## src/rtl/sdram_port_arbiter.sv

```systemverilog
// sdram_port_arbiter
//   Two-master front end for the single SDRAM controller. Master 0 is the CPU
//   memory path and master 1 is the DMA/blitter engine. When both request at
//   once, the tie goes round-robin. The winning request is latched and driven
//   to the controller. The command acknowledge, read-ready and read data are
//   routed back to the master that was granted. A read-completion timeout
//   makes sure a missing s_ready cannot hang the arbiter.
//
// Ports
//   clk, rst           system clock; synchronous active-high reset
//   mX_addr/wdata      master X address and write data
//   mX_read/write      master X request levels, held until mX_cack
//   mX_cack            one-cycle pulse: command accepted by the controller
//   mX_ready           one-cycle pulse: mX_rdata valid
//   mX_busy            arbiter occupied
//   mX_rdata           last read data returned to master X
//   s_*                handshake to/from the SDRAM controller
//   timeout_err        sticky flag, set when a read timed out
//
// state   | meaning
// IDLE    | sample requests, arbitrate and grant when s_busy is low
// ISSUE   | command driven to the controller, waiting for s_cack
// WAIT_RD | read accepted, waiting for s_ready or the timeout
module sdram_port_arbiter #(
  parameter int ADDR_W  = 23,
  parameter int TIMEOUT = 64,
  parameter int TO_W    = 7
) (
  input  logic              clk,
  input  logic              rst,
  input  logic [ADDR_W-1:0] m0_addr,
  input  logic [15:0]       m0_wdata,
  input  logic              m0_read,
  input  logic              m0_write,
  output logic              m0_cack,
  output logic              m0_ready,
  output logic              m0_busy,
  output logic [31:0]       m0_rdata,
  input  logic [ADDR_W-1:0] m1_addr,
  input  logic [15:0]       m1_wdata,
  input  logic              m1_read,
  input  logic              m1_write,
  output logic              m1_cack,
  output logic              m1_ready,
  output logic              m1_busy,
  output logic [31:0]       m1_rdata,
  output logic [ADDR_W-1:0] s_addr,
  output logic [15:0]       s_wdata,
  output logic              s_read,
  output logic              s_write,
  input  logic              s_busy,
  input  logic              s_ready,
  input  logic              s_cack,
  input  logic [31:0]       s_rdata,
  output logic              timeout_err
);

  typedef enum logic [1:0] {IDLE, ISSUE, WAIT_RD} state_t;

  localparam logic [TO_W-1:0] TO_LAST = TO_W'(TIMEOUT - 1);

  state_t            state, state_n;
  logic              grant, grant_n;          // 0 = m0, 1 = m1
  logic              op_wr, op_wr_n;
  logic              last_grant, last_grant_n;
  logic [TO_W-1:0]   cnt, cnt_n;

  logic [ADDR_W-1:0] s_addr_n;
  logic [15:0]       s_wdata_n;
  logic              s_read_n, s_write_n;
  logic              m0_cack_n, m1_cack_n, m0_ready_n, m1_ready_n, busy_n;
  logic [31:0]       m0_rdata_n, m1_rdata_n;
  logic              timeout_err_n;

  logic              req0, req1, pick;

  assign req0 = m0_read | m0_write;
  assign req1 = m1_read | m1_write;
  // Tie goes to the master that did not win last time.
  assign pick = (req0 && req1) ? ~last_grant : req1;

  always_comb begin
    state_n       = state;
    grant_n       = grant;
    op_wr_n       = op_wr;
    last_grant_n  = last_grant;
    cnt_n         = cnt;
    s_addr_n      = s_addr;
    s_wdata_n     = s_wdata;
    s_read_n      = s_read;
    s_write_n     = s_write;
    m0_cack_n     = 1'b0;
    m1_cack_n     = 1'b0;
    m0_ready_n    = 1'b0;
    m1_ready_n    = 1'b0;
    m0_rdata_n    = m0_rdata;
    m1_rdata_n    = m1_rdata;
    timeout_err_n = timeout_err;

    case (state)
      IDLE: begin
        if (!s_busy && (req0 || req1)) begin
          grant_n      = pick;
          last_grant_n = pick;
          // A read and a write raised together are treated as a write.
          op_wr_n      = pick ? m1_write : m0_write;
          s_addr_n     = pick ? m1_addr  : m0_addr;
          s_wdata_n    = pick ? m1_wdata : m0_wdata;
          s_write_n    = op_wr_n;
          s_read_n     = ~op_wr_n;
          state_n      = ISSUE;
        end
      end
      ISSUE: begin
        if (s_cack) begin
          s_read_n  = 1'b0;
          s_write_n = 1'b0;
          m0_cack_n = ~grant;
          m1_cack_n = grant;
          if (op_wr) begin
            state_n = IDLE;
          end else begin
            cnt_n   = '0;
            state_n = WAIT_RD;
          end
        end
      end
      WAIT_RD: begin
        if (s_ready) begin
          if (grant) m1_rdata_n = s_rdata;
          else       m0_rdata_n = s_rdata;
          m0_ready_n = ~grant;
          m1_ready_n = grant;
          state_n    = IDLE;
        end else if (cnt == TO_LAST) begin
          if (grant) m1_rdata_n = '0;
          else       m0_rdata_n = '0;
          m0_ready_n    = ~grant;
          m1_ready_n    = grant;
          timeout_err_n = 1'b1;
          state_n       = IDLE;
        end else begin
          cnt_n = cnt + TO_W'(1);
        end
      end
      default: state_n = IDLE;
    endcase

    busy_n = (state_n != IDLE);
  end

  always_ff @(posedge clk) begin
    if (rst) begin
      state       <= IDLE;
      grant       <= 1'b0;
      op_wr       <= 1'b0;
      last_grant  <= 1'b1;
      cnt         <= '0;
      s_addr      <= '0;
      s_wdata     <= '0;
      s_read      <= 1'b0;
      s_write     <= 1'b0;
      m0_cack     <= 1'b0;
      m1_cack     <= 1'b0;
      m0_ready    <= 1'b0;
      m1_ready    <= 1'b0;
      m0_busy     <= 1'b0;
      m1_busy     <= 1'b0;
      m0_rdata    <= '0;
      m1_rdata    <= '0;
      timeout_err <= 1'b0;
    end else begin
      state       <= state_n;
      grant       <= grant_n;
      op_wr       <= op_wr_n;
      last_grant  <= last_grant_n;
      cnt         <= cnt_n;
      s_addr      <= s_addr_n;
      s_wdata     <= s_wdata_n;
      s_read      <= s_read_n;
      s_write     <= s_write_n;
      m0_cack     <= m0_cack_n;
      m1_cack     <= m1_cack_n;
      m0_ready    <= m0_ready_n;
      m1_ready    <= m1_ready_n;
      m0_busy     <= busy_n;
      m1_busy     <= busy_n;
      m0_rdata    <= m0_rdata_n;
      m1_rdata    <= m1_rdata_n;
      timeout_err <= timeout_err_n;
    end
  end

endmodule

```

## config.mk

```make
export PLATFORM = sky130hd
export DESIGN_NAME = sdram_port_arbiter
export DESIGN_NICKNAME = d
export VERILOG_FILES = /design/src/rtl/sdram_port_arbiter.sv
export SDC_FILE = /design/constraint.sdc
export NUM_CORES = 1
export LEC_CHECK = 0
export ABC_AREA = 1
export CAP_MARGIN = 30
export CORE_ASPECT_RATIO = 0.5
export CORE_MARGIN = 1
export CORE_UTILIZATION = 36
export DETAILED_ROUTE_END_ITERATION = 8
export PLACE_DENSITY = 0.73
export SYNTH_ARGS = -nofsm -noshare
export SYNTH_HDL_FRONTEND = slang
export SYNTH_SLANG_ARGS = --single-unit
```

## constraint.sdc

```tcl
create_clock -name clk -period 1.9 [get_ports clk]
set_input_delay 0.57 -clock clk [delete_from_list [all_inputs] [get_ports clk]]
set_output_delay 0.57 -clock clk [all_outputs]
set_load 0.02 [all_outputs]
```

-- Yosys cells after proc, flatten, opt, wreduce, memory -nomap -nowiden
Index checks and enable logic that the tools add are counted.
- bits in registers: 123
- input port bits: 119
- output and inout port bits: 112
- reduce and logical (&&, ||, !) cells: 17
- equal/unequal tests: 8
- $add $sub $neg: 1
- bitwise gates (word level): 9
- multiplexer cells: 32
- operators with widths (cell ; count):
    $mux W32 ; 8
    $mux W7 ; 4
    $mux W23 ; 1
    $mux W16 ; 1
    $pmux W7 S2 ; 1
    $reduce_and A3 Y1 ; 4
    $mux W2 ; 5
    $ne A2 B2 Y1 const B ; 5
    $mux W1 ; 9
    $reduce_bool A2 Y1 ; 4
    $add A7 B1 Y7 const B ; 1
    $eq A7 B6 Y1 const B ; 1
    $not A1 Y1 ; 7
    $pmux W2 S3 ; 1
    $reduce_and A5 Y1 ; 1
    $pmux W1 S2 ; 2
    $reduce_or A3 Y1 ; 1
    $eq A2 B1 Y1 const B ; 1
    $eq A2 B2 Y1 const B ; 1
    $logic_and A1 B1 Y1 ; 2
    $logic_not A2 Y1 ; 1
    $or A1 B1 Y1 ; 2
    $reduce_and A2 Y1 ; 1
    $reduce_or A2 Y1 ; 1
    2 further kinds ; 2

-- Depth between registers and ports, before layout
Gate-level depths: netlist of run 1.
- word-level depth: 7
- depth in mapped cells: 11

-- Worst setup path after synthesis of run 1
OpenSTA, ideal clock, no wires.
- path type: input-to-reg
- from: input s_ready
- to: register m1_busy
- arrival: 1.420 ns
- buffers on the path: 1
- cell stages on the path: 7
- path slack: 0.360 ns
- path through: buf_2 > inv_2 > nor2_1 > nor2_4 > nand3_1 > nor2_1 > or2_1
- cells in the longest elaborated chain, start to end: 3
- ends and longest elaborated chain (item ; RTL line ; RTL):
    start: declaration ; 52 ; input logic s_ready,
    $mux W2 ; 129 ; if (s_ready) begin
    $pmux W2 S3 ; 100 ; case (state)
    $reduce_bool A2 Y1 ; 149 ; busy_n = (state_n != IDLE);
    end signal: assignment ; 187 ; m1_busy <= busy_n;
    end: declaration ; 45 ; output logic m1_busy,
Every way passes these cells.
A chain may end at the register's enable or synchronous reset.

-- Worst setup path in the final report of run 1
- from: register s_wdata[0]
- to: output s_wdata[0]
- RTL lines (item ; RTL line ; RTL):
    start: declaration ; 48 ; output logic [15:0] s_wdata,
    start signal: assignment ; 179 ; s_wdata <= s_wdata_n;
No word-level cell between the ends.

==> impl_metrics.sql, run 1 <==
INSERT INTO impl_metrics (metric_group, metric, value, unit) VALUES
('timing', 'rsz0062_at_grt', 'no', ''),
('power_and_ir_drop', 'power.ir.vdd_worst', '0.697', 'mV'),
('route', 'wirelength', '15800', 'um'),
('timing', 'slew_viol_final', '0', ''),
('worst_setup_path', 'path_cells', 'dlygate4sd2_1', ''),
('timing', 'tns', '0', 'ns'),
('timing', 'final_worst_clock_skew', '0.00985', 'ns'),
('placed_design', 'numPortBuffers', '230', ''),
('route', 'drt_pass1_iterations', '5', ''),
('timing', 'slew_headroom', '0.736', ''),
('power_and_ir_drop', 'power_density_relative_to_cell_area', '853', 'nW/um^2'),
('synth', 'ys_seq_elements', '123', ''),
('finish', 'final_nets', '1176', ''),
('clock_tree', 'worst_setup_hold_path_clk_slew', '0.06', 'ns'),
('finish', 'area_growth', '56.3', '%'),
('worst_setup_path', 'setup.worst_path.start_class', 'flop', ''),
('synth', 'yosysWarningCount', '0', ''),
('synth', 'mapped_nets', '942', ''),
('global_routing', 'antenna_violations_before_repair', '1', ''),
('synth', 'syn-mean-instance-area', '6.66', 'sq um'),
('floorplanning', 'initial_utilization', '0.373', ''),
('finish', 'n_antenna_cell', '0', ''),
('clock_tree', 'tritoncts_clock_tree', 'yes', ''),
('timing', 'worst_slew_pin_slew', '0.396', 'ns'),
('worst_setup_path', 'critical_path.slowest_cell', 'sky130_fd_sc_hd__dfxtp_1', ''),
('synth', 'yosysUniqueCellTypes', '27', ''),
('timing', 'fmax', '596', 'MHz'),
('timing', 'finalCritPeriodShare', '0.884', ''),
('global_routing', 'globalRouteTotalUtil', '0.203', ''),
('global_routing', 'grt_max_degree', '87', ''),
('finish', 'final_design_area_no_fill', '8550', 'sq um'),
('clock_tree', 'cts.root.buffer_cell', 'sky130_fd_sc_hd__clkbuf_16', ''),
('worst_setup_path', 'timing.critical_path.to_type', 'primary output', ''),
('floorplanning', 'die_span_x', '176', 'um'),
('placed_design', 'post-dp-hpwl', '11400', 'um'),
('route', 'antenna_violating_nets_post_route', '0', ''),
('synth', 'synthesis.area', '5470', 'sq um'),
('worst_setup_path', 'timing.critical_path.arrival', '1.11', 'ns'),
('timing', 'min_period', '1.68', 'ns'),
('finish', 'fillCellCount', '1411', ''),
('clock_tree', 'clock_latency', '0.41', 'ns'),
('global_routing', 'grt_pass1_wl', '25300', 'um'),
('worst_setup_path', 'critical-path-max-stage-delay', '0.35', 'ns'),
('route', 'detail_route.drc_violations', '0', ''),
('timing', 'final_hold_viol_count', '0', ''),
('clock_tree', 'numCtsBuffers', '17', ''),
('placed_design', 'postPlaceCellArea', '8120', 'sq um'),
('clock_tree', 'clock_sink_count', '123', ''),
('floorplanning', 'die_area', '15700', 'sq um'),
('job', 'max-cap-violations', '0', ''),
('finish', 'layout.cells.most_common', 'sky130_fd_sc_hd__nand2_1', ''),
('clock_tree', 'postCtsHoldBufs', '0', ''),
('global_routing', 'first_global_vias', '5233', ''),
('synth', 'synth.yosys.seq_area_share', '0.450', ''),
('power_and_ir_drop', 'power.leakage', '4.40', 'nW'),
('route', 'wire_per_inst', '12.5', 'um'),
('finish', 'drive_gt1_frac', '0.0814', ''),
('finish', 'most-common-layout-cells', 'sky130_fd_sc_hd__nand2_1, sky130_fd_sc_hd__inv_1, sky130_fd_sc_hd__dfxtp_1', ''),
('route', 'num_vias', '5733', ''),
('min_path', 'holdPathStages', '1', ''),
('floorplanning', 'floorplan.rows', '31', ''),
('worst_setup_path', 'worst_r2r_path_depth', '9', ''),
('placed_design', 'routabilityCongestion', '0.803', ''),
('worst_setup_path', 'cp_num_buf_inv', '1', ''),
('worst_setup_path', 'cp.depth', '1', ''),
('outcome', 'outcome', 'finished clean', ''),
('worst_setup_path', 'path_max_fanout', '2', ''),
('floorplanning', 'ioPinCount', '231', ''),
('route', 'vias_per_cell', '4.52', ''),
('clock_tree', 'cts-htree-levels', '4', ''),
('floorplanning', 'fp.dieH', '89.2', 'um'),
('worst_setup_path', 'path_class', 'flop to primary output', ''),
('clock_tree', 'clock_tree.buffer_depth', '2', ''),
('synth', 'syn_inst', '822', ''),
('route', 'drt-initial-drc-count', '266', ''),
('min_path', 'min_path_type', 'flop to flop', ''),
('worst_setup_path', 'critPathTopFamily', 'flip-flops', ''),
('worst_setup_path', 'critPathRequiredTime', '1.33', 'ns'),
('timing', 'setup_viol', '0', ''),
('floorplanning', 'core_area', '14700', 'sq um'),
('global_routing', 'global_route.overflow_total', '0', '');
[registers in the layout, summed over array words and instances, names as in the netlist]
name         count
m1_rdata        32
m1_ready         1
m0_rdata        32
m1_busy          1
cnt              7
m1_cack          1
grant            1
s_read           1
s_write          1
timeout_err      1
s_wdata         16
s_addr          23
last_grant       1
m0_ready         1
state            2
m0_cack          1
op_wr            1
[final timing paths]
check | startpoint | end | slack, ns
setup / recovery | s_wdata[0] | s_wdata[0] | 0.22
hold / removal | grant | m0_cack | 0.45
setup reg to reg | cnt[0] | m0_rdata[2] | 0.33
hold reg to reg | grant | m0_cack | 0.45
[synthesized netlist by cell type]
master / n / share of area
sky130_fd_sc_hd__nor3_1: 2 / 0.0018
sky130_fd_sc_hd__a21oi_1: 106 / 0.097
sky130_fd_sc_hd__nand2_2: 8 / 0.0091
sky130_fd_sc_hd__buf_4: 3 / 0.0041
sky130_fd_sc_hd__clkbuf_1: 23 / 0.016
sky130_fd_sc_hd__o21ai_1: 11 / 0.010
sky130_fd_sc_hd__nor2_4: 2 / 0.0041
sky130_fd_sc_hd__nor2_2: 1 / 0.0011
sky130_fd_sc_hd__o21ai_4: 1 / 0.0030
sky130_fd_sc_hd__nand2_1: 251 / 0.17
sky130_fd_sc_hd__o21ai_0: 20 / 0.018
sky130_fd_sc_hd__dfxtp_1: 123 / 0.45
sky130_fd_sc_hd__inv_1: 127 / 0.087
sky130_fd_sc_hd__nand4_2: 1 / 0.0023
sky130_fd_sc_hd__inv_2: 4 / 0.0027
sky130_fd_sc_hd__nand3_1: 51 / 0.047
sky130_fd_sc_hd__buf_1: 3 / 0.0021
sky130_fd_sc_hd__or2_1: 1 / 0.0011
sky130_fd_sc_hd__clkinv_1: 2 / 0.0014
sky130_fd_sc_hd__o211ai_1: 1 / 0.0014
sky130_fd_sc_hd__nand4_1: 1 / 0.0011
sky130_fd_sc_hd__buf_2: 17 / 0.016
sky130_fd_sc_hd__nor2_1: 56 / 0.038
sky130_fd_sc_hd__nand3_2: 2 / 0.0037
sky130_fd_sc_hd__nor3b_1: 1 / 0.0014
sky130_fd_sc_hd__buf_6: 3 / 0.0062
sky130_fd_sc_hd__ha_1: 1 / 0.0023
[power breakdown]
| group | switching, mW | internal [mW] | leakage, nW |
|---|---|---|---|
| clock network | 1.22 | 1.83 | 0.268 |
| registers | 0.0752 | 2.74 | 1.00 |
| logic | 0.786 | 0.645 | 3.13 |
[cells by family after synthesis]
family                     Yosys count  share of synthesized area
buffers and inverters              182                      0.135
AOI/OAI and AO/OA                  139                      0.130
DFF                                123                      0.450
adders and majority gates            1                    0.00229
and+or+nand+nor                    377                      0.283
[area by class of cell]
class	instances	area, sq um	area share
multi-input cells	517	2270	0.266
well taps	198	248	0.0290
clock inverters	14	124	0.0145
clock buffers	18	439	0.0513
flip-flops and latches	123	2460	0.288
inverters	133	499	0.0584
repair buffers	264	2510	0.293
[stage by stage]
stage / hold WS, ns / power [mW] / cells / util / setup slack [ns]
after floorplan: 0.425 / 3.63 / 822 / - / 0.360
after global placement: 0.448 / 4.39 / 1235 / 0.554 / -0.145
after detailed placement: 0.443 / 4.41 / 1235 / 0.554 / -0.207
after CTS: 0.454 / 7.37 / 1267 / 0.583 / 0.00675
after global routing: 0.475 / 7.67 / 1267 / 0.583 / 0.0844
final: 0.454 / 7.30 / 1267 / 0.583 / 0.221
[what timing repair did]
item                       CTS  global route
setup endpoints to repair  110             2
setup buffers                0             0
resized for setup          110             2
[layer usage]
layer	global-route usage	wire (um)	up-vias
li1	-	-	2986
met1	0.253	7200	2585
met2	0.350	7610	144
met3	0.0527	902	16
met4	0.0635	119	2
met5	0	11	-
Note: power is estimated with default switching activity, not from simulation.
==> run 2: changes to the inputs <==
Settings changed: CTS_CLUSTER_DIAMETER set to 100, PLACE_DENSITY 0.73 to 0.68, RECOVER_POWER set to 100.
==> run 2 against run 1 <==
Flip-flop and latch count is the same. Total power rose by 9.2%. Die area unchanged. Setup slack got worse by 0.10 ns. Global-route usage increased by 0.27 points. Maximum frequency decreased by 5.6%. Combinational power about the same. Clock power increased by 22%. Register-to-register slack worse by 0.13 ns. Sequential power about the same. Clock-buffer cell count shrank 1. Critical path type is now primary input to flop.
==> impl_metrics.sql, run 2 (same netlist as run 1, synthesis figures left out) <==
INSERT INTO impl_metrics (metric_group, metric, value, unit) VALUES
('clock_tree', 'cts-htree-levels', '4', ''),
('worst_setup_path', 'path_max_fanout', '27', ''),
('floorplanning', 'core_area', '14700', 'sq um'),
('floorplanning', 'die_span_x', '176', 'um'),
('route', 'drt-initial-drc-count', '272', ''),
('route', 'wire_per_inst', '12.8', 'um'),
('power_and_ir_drop', 'report.power.total', '7.97', 'mW'),
('timing', 'min_period', '1.78', 'ns'),
('route', 'vias_per_cell', '4.49', ''),
('route', 'routed-wl-met3', '979', 'um'),
('worst_setup_path', 'timing.critical_path.to_type', 'flop', ''),
('global_routing', 'antenna_violations_before_repair', '0', ''),
('clock_tree', 'cts.root.buffer_cell', 'sky130_fd_sc_hd__clkbuf_16', ''),
('global_routing', 'grt_max_degree', '39', ''),
('route', 'top_signal_layer_used', 'met4', ''),
('clock_tree', 'postCtsSetupBuffers', '0', ''),
('clock_tree', 'numCtsBuffers', '17', ''),
('worst_setup_path', 'critPathRequiredTime', '2.24', 'ns'),
('finish', 'area_growth', '57.3', '%'),
('timing', 'setup_viol', '0', ''),
('timing', 'rsz0062_at_grt', 'no', ''),
('timing', 'final_hold_viol_count', '0', ''),
('route', 'detail_route.drc_violations', '0', ''),
('min_path', 'min_path_type', 'flop to flop', ''),
('worst_setup_path', 'worst_r2r_path_depth', '8', ''),
('global_routing', 'globalRouteTotalUtil', '0.206', ''),
('global_routing', 'first_global_vias', '5183', ''),
('route', 'antenna_violating_nets_post_route', '0', ''),
('route', 'wirelength', '16200', 'um'),
('placed_design', 'place_worst_setup_slack', '-0.233', 'ns'),
('timing', 'finalCritPeriodShare', '0.937', ''),
('floorplanning', 'initial_utilization', '0.373', ''),
('power_and_ir_drop', 'power.ir.vdd_worst', '0.618', 'mV'),
('finish', 'drive_gt1_frac', '0.0720', ''),
('placed_design', 'routabilityCongestion', '0.787', ''),
('route', 'route.met2.wl', '7510', 'um'),
('finish', 'n_antenna_cell', '0', ''),
('clock_tree', 'clock_sink_count', '123', ''),
('global_routing', 'global_route.overflow_total', '0', ''),
('worst_setup_path', 'path_class', 'primary input to flop', ''),
('global_routing', 'grt_pass1_wl', '25400', 'um'),
('outcome', 'outcome', 'finished clean', ''),
('route', 'num_vias', '5689', ''),
('clock_tree', 'tritoncts_clock_tree', 'yes', ''),
('timing', 'fmax', '562', 'MHz'),
('timing', 'setup_slack', '0.121', 'ns'),
('clock_tree', 'postCtsHoldBufs', '0', ''),
('route', 'wirelength_met1', '7500', 'um'),
('timing', 'final_worst_clock_skew', '0.0103', 'ns'),
('route', 'drt_pass1_iterations', '4', ''),
('clock_tree', 'clock_tree.buffer_depth', '2', ''),
('finish', 'final_nets', '1176', ''),
('clock_tree', 'worst_setup_hold_path_clk_slew', '0.05', 'ns'),
('power_and_ir_drop', 'power.leakage', '4.41', 'nW'),
('placed_design', 'numPortBuffers', '230', ''),
('finish', 'largest_registers', 'm0_rdata: 32 flops, m1_rdata: 32 flops, s_addr: 23 flops', ''),
('placed_design', 'post-dp-hpwl', '11600', 'um'),
('floorplanning', 'ioPinCount', '231', ''),
('power_and_ir_drop', 'power_density_relative_to_cell_area', '926', 'nW/um^2'),
('worst_setup_path', 'timing.reg2reg.setup_slack', '0.20', 'ns'),
('finish', 'fillCellCount', '1439', ''),
('worst_setup_path', 'setup.worst_path.start_class', 'primary input', ''),
('clock_tree', 'clock_latency', '0.41', 'ns'),
('timing', 'slew_headroom', '0.676', ''),
('finish', 'layout.cells.most_common', 'sky130_fd_sc_hd__nand2_1', ''),
('floorplanning', 'floorplan.rows', '31', ''),
('floorplanning', 'die_area', '15700', 'sq um'),
('worst_setup_path', 'timing.critical_path.arrival', '2.12', 'ns'),
('timing', 'slew_viol_final', '0', ''),
('min_path', 'holdPathStages', '2', ''),
('floorplanning', 'fp.dieH', '89.2', 'um'),
('finish', 'most-common-layout-cells', 'sky130_fd_sc_hd__nand2_1, sky130_fd_sc_hd__inv_1, sky130_fd_sc_hd__dfxtp_1', ''),
('timing', 'worst_slew_pin_slew', '0.485', 'ns'),
('job', 'max-cap-violations', '0', '');
-- run 2: metal layers --
| layer | vias to the layer above | GRT usage |
|---|---|---|
| met5 | - | 0 |
| met4 | 0 | 0.0650 |
| met3 | 15 | 0.0561 |
| met2 | 157 | 0.351 |
| met1 | 2540 | 0.257 |
| li1 | 2977 | - |
-- run 2: critical path, stage by stage --
cell	delay [ns]
sky130_fd_sc_hd__dlygate4sd3_1	0.57
sky130_fd_sc_hd__inv_1	0.08
sky130_fd_sc_hd__clkbuf_4	0.13
sky130_fd_sc_hd__o21ai_0	0.33
sky130_fd_sc_hd__buf_12	0.24
sky130_fd_sc_hd__a21oi_1	0.08
sky130_fd_sc_hd__nor2_1	0.11
-- run 2: per-stage QoR --
step | util | instances | hold slack (ns) | TNS, ns | cell area [sq um]
2_1_floorplan | - | 822 | 0.425 | 0 | 5470
3_3_place_gp | 0.556 | 1235 | 0.447 | -6.11 | 8150
3_5_place_dp | 0.556 | 1235 | 0.454 | -8.71 | 8150
4_1_cts | 0.593 | 1267 | 0.463 | 0 | 8690
5_1_grt | 0.587 | 1267 | 0.482 | 0 | 8610
6_report | 0.587 | 1267 | 0.457 | 0 | 8610
-- run 2: cell type report --
| cell class | count | area, sq um | share of cell area |
|---|---|---|---|
| clock buffers | 17 | 425 | 0.0494 |
| clock inverters | 15 | 258 | 0.0299 |
| inverters | 133 | 499 | 0.0580 |
| multi-input cells | 517 | 2230 | 0.259 |
| flip-flops and latches | 123 | 2460 | 0.286 |
| well taps | 198 | 248 | 0.0288 |
| repair buffers | 264 | 2480 | 0.288 |
-- run 2: final timing paths --
| check | endpoint | startpoint |
|---|---|---|
| hold / removal | timeout_err | timeout_err |
| hold reg to reg | timeout_err | timeout_err |
| setup reg to reg | m0_rdata[18] | cnt[0] |
| setup / recovery | m0_rdata[18] | s_ready |
-- run 2: timing repair --
action / in CTS / in global routing
gates cloned: 0 / 0
resized for setup: 110 / 2
setup endpoints to repair: 110 / 2
pin swaps: 0 / 0
-- run 2: where the power goes --
part	total, mW	internal, mW	switching (mW)
clock	3.74	2.49	1.24
sequential	2.81	2.74	0.0750
combinational	1.43	0.638	0.787
==> RTL edit (settings of run 1) <==
Re-encode `state_t` (3 states) as one-hot, 3 bits wide.
--- a/src/rtl/sdram_port_arbiter.sv
+++ b/src/rtl/sdram_port_arbiter.sv
@@ -55,7 +55,7 @@
   output logic              timeout_err
 );
 
-  typedef enum logic [1:0] {IDLE, ISSUE, WAIT_RD} state_t;
+  typedef enum logic [2:0] {IDLE = 3'b001, ISSUE = 3'b010, WAIT_RD = 3'b100} state_t;
 
   localparam logic [TO_W-1:0] TO_LAST = TO_W'(TIMEOUT - 1);
 
Formal check against the unedited RTL: no difference found for any inputs over 4 cycles, from zero or initial values and one cycle with rst high; so few cycles prove little.
==> RTL edit against run 1 <==
Sequential share of layout area increased by 1.2 points; global-route usage up 1.8 points; count of clock-buffer cells in the layout grew 2; synthesized cell count decreased by 14%; total power grew 2.1%; routed wire length increased by 1.4%; maximum frequency fell by 3.1%; combinational power fell by 17%; cell area fell by 3.3%; setup slack worse by 54 ps; sequential cell count grew 1; synthesized area is 6.3% lower; highest routed layer is now met4.
==> RTL edit: results (changes against run 1) <==
| Metric | Value |
|---|---|
| Outcome | `complete, no violations` |
| Pleak | `0.003828 uW (-13%)` |
| Port bufs | `230 (unchanged)` |
| Dpl cell area | `7775 um^2 (-4.3%)` |
| DP Wirelength | `11430 um (+0.64%)` |
| Synth Flop Type | `dfxtp_1` |
| FFs w/ async S/R, synth | `0% (unchanged)` |
| Nets | `1057 (-10%)` |
| WL per Instance | `14.06 um (+12%)` |
| Post-Place Worst Slack | `-243.2 ps (-36.27 ps)` |
| Worst-skew pair later-pin latency | `410 ps (about the same)` |
| Largest net degree at the start of global routing | `79 (-9.2%)` |
| M1 GR Usage | `26.27% (+0.95 points)` |
| DRT iter0 DRCs | `278 (+4.5%)` |
| Clk buf depth | `2 (unchanged)` |
| Biggest regs | `m0_rdata (32), m1_rdata (32), s_addr (23)` |
| M3 GR Usage | `6.667% (+1.4 points)` |
| Worst Hold Class | `register to register` |
| Post-Syn Area per Cell | `7.294 um^2 (+9.6%)` |
| Ratio of cells with drive above 1 in the final layout | `8.842% (+0.70 points)` |
| First-pass GRT wire length | `25820 um (+2.2%)` |
| Antenna Cells | `0 (unchanged)` |
| Filler cells | `1289 (-8.6%)` |
| Number of global-route vias before repair | `5397 (+3.1%)` |
| VDD IR max | `0.5969 mV (-14%)` |
| Post-Route WL | `16060 um (+1.4%)` |
| CTS H-tree depth | `4 (unchanged)` |
| Synth cell count leaders | `nand2_1, a21oi_1, dfxtp_1` |
| Antenna violations before repair | `0 (-1)` |
| Clock Pin Slew Worst Setup and Hold Paths | `60 ps (about the same)` |
| Switch Pwr | `1913 uW (-8.2%)` |
| Via count | `5481 (-4.4%)` |
| Worst Path Arrival | `2070 ps (+960 ps)` |
| Grt met2 use | `38.78% (+3.8 points)` |
| Yosys cell types | `28 (+3.7%)` |
| Root Buffer | `clkbuf_16` |
| Seq/Total Area, Yosys | `48.41% (+3.4 points)` |
| Worst Skew | `9.033 ps (-0.8145 ps)` |
| GR Util All Layers | `22.17% (+1.8 points)` |
| TritonCTS buffer count | `17 (unchanged)` |
| Critical path peak fanout | `10 (+8)` |
| DRT Pass-1 Iters | `4 (-1)` |
| Postcts setup bufs | `0 (unchanged)` |
| Max_slew headroom | `71.54% (-2.1 points)` |
| Area contributors post-synth | `dfxtp_1, a21oi_1, nand2_1` |
| Gpl congestion | `0.8091 (+0.75%)` |
| Yosys Warn Count | `0 (unchanged)` |
| Synth Net Count | `823 (-13%)` |
RTL edit: cell types whose count changed after synthesis, moves of 9 or more:
| cell | run 1 | this run |
|---|---|---|
| inv_1 | 127 | 50 |
| o21ai_0 | 20 | 9 |
| o21ai_1 | 11 | 36 |
| a21oi_1 | 106 | 153 |
| nor2_1 | 56 | 17 |
| nand2_1 | 251 | 193 |
| nand3_1 | 51 | 42 |
RTL edit: critical path: stages:
cell and delay (ps):
clkdlybuf4s50_1 480, nor2_1 50, buf_4 140, nand2_1 110, nand3_2 140, inv_2 170
buf_4 200, o21ai_1 70, a21oi_1 140
RTL edit: final cells by class:
class                   instances  share of cell area (%)
clock buffers                  20                   5.524
well taps                     192                   2.906
repair buffers                264                   30.33
inverters                      54                   2.452
flip-flops and latches        124                   30.02
multi-input cells             476                   26.73
clock inverters                12                   2.043
RTL edit: repair_timing:
| item | in CTS | in global routing |
|---|---|---|
| resized for setup | 110 | 2 |
| pin swaps | 0 | 0 |
| setup endpoints to repair | 110 | 2 |
RTL edit: per-stage QoR:
| step | power (uW) | utilization [%] |
|---|---|---|
| after CTS | 7503 | 60.15 |
| after floorplan | 3454 | - |
| after global placement | 4126 | 56.59 |
| after global routing | 7743 | 60.18 |
| after detailed placement | 4141 | 56.59 |
| final | 7448 | 60.18 |
RTL edit: worst paths after layout:
check | slack (ps) | cells after the start | start | to
worst max register to register | 240 | 8 | cnt[0] | m0_rdata[9]
worst min register to register | 450 | 2 | cnt[6] | cnt[6]
worst min-delay path | 450 | 2 | cnt[6] | cnt[6]
worst max-delay path | 170 | 9 | m0_write | s_addr[0]
RTL edit: metal layers:
layer  vias up  wire [um]
li1       2766          -
met1      2543       6922
met4         0        177
met3        15       1063
met2       157       7898
met5         -          0
RTL edit: kinds of logic (layout without fill, tap and decap cells):
kind of cell / after synthesis / in the layout / share of synthesized area, %
flip-flops: 124 / 124 / 48.41
buffers and inverters: 103 / 350 / 8.711
AO/OA/AOI/OAI: 204 / 204 / 20.38
AND/OR/NAND/NOR: 270 / 270 / 22.08
XOR/XNOR: 1 / 1 / 0.1708
adder cells (fa/ha/maj): 1 / 1 / 0.2440
RTL edit: power by group through the flow:
stage	sequential, uW	clock, uW	combinational (uW)
final	2810	3450	1190
after global routing	2820	3630	1290
after CTS	2810	3500	1200
after detailed placement	2870	0	1280
after global placement	2870	0	1260
after floorplan	3000	0	453
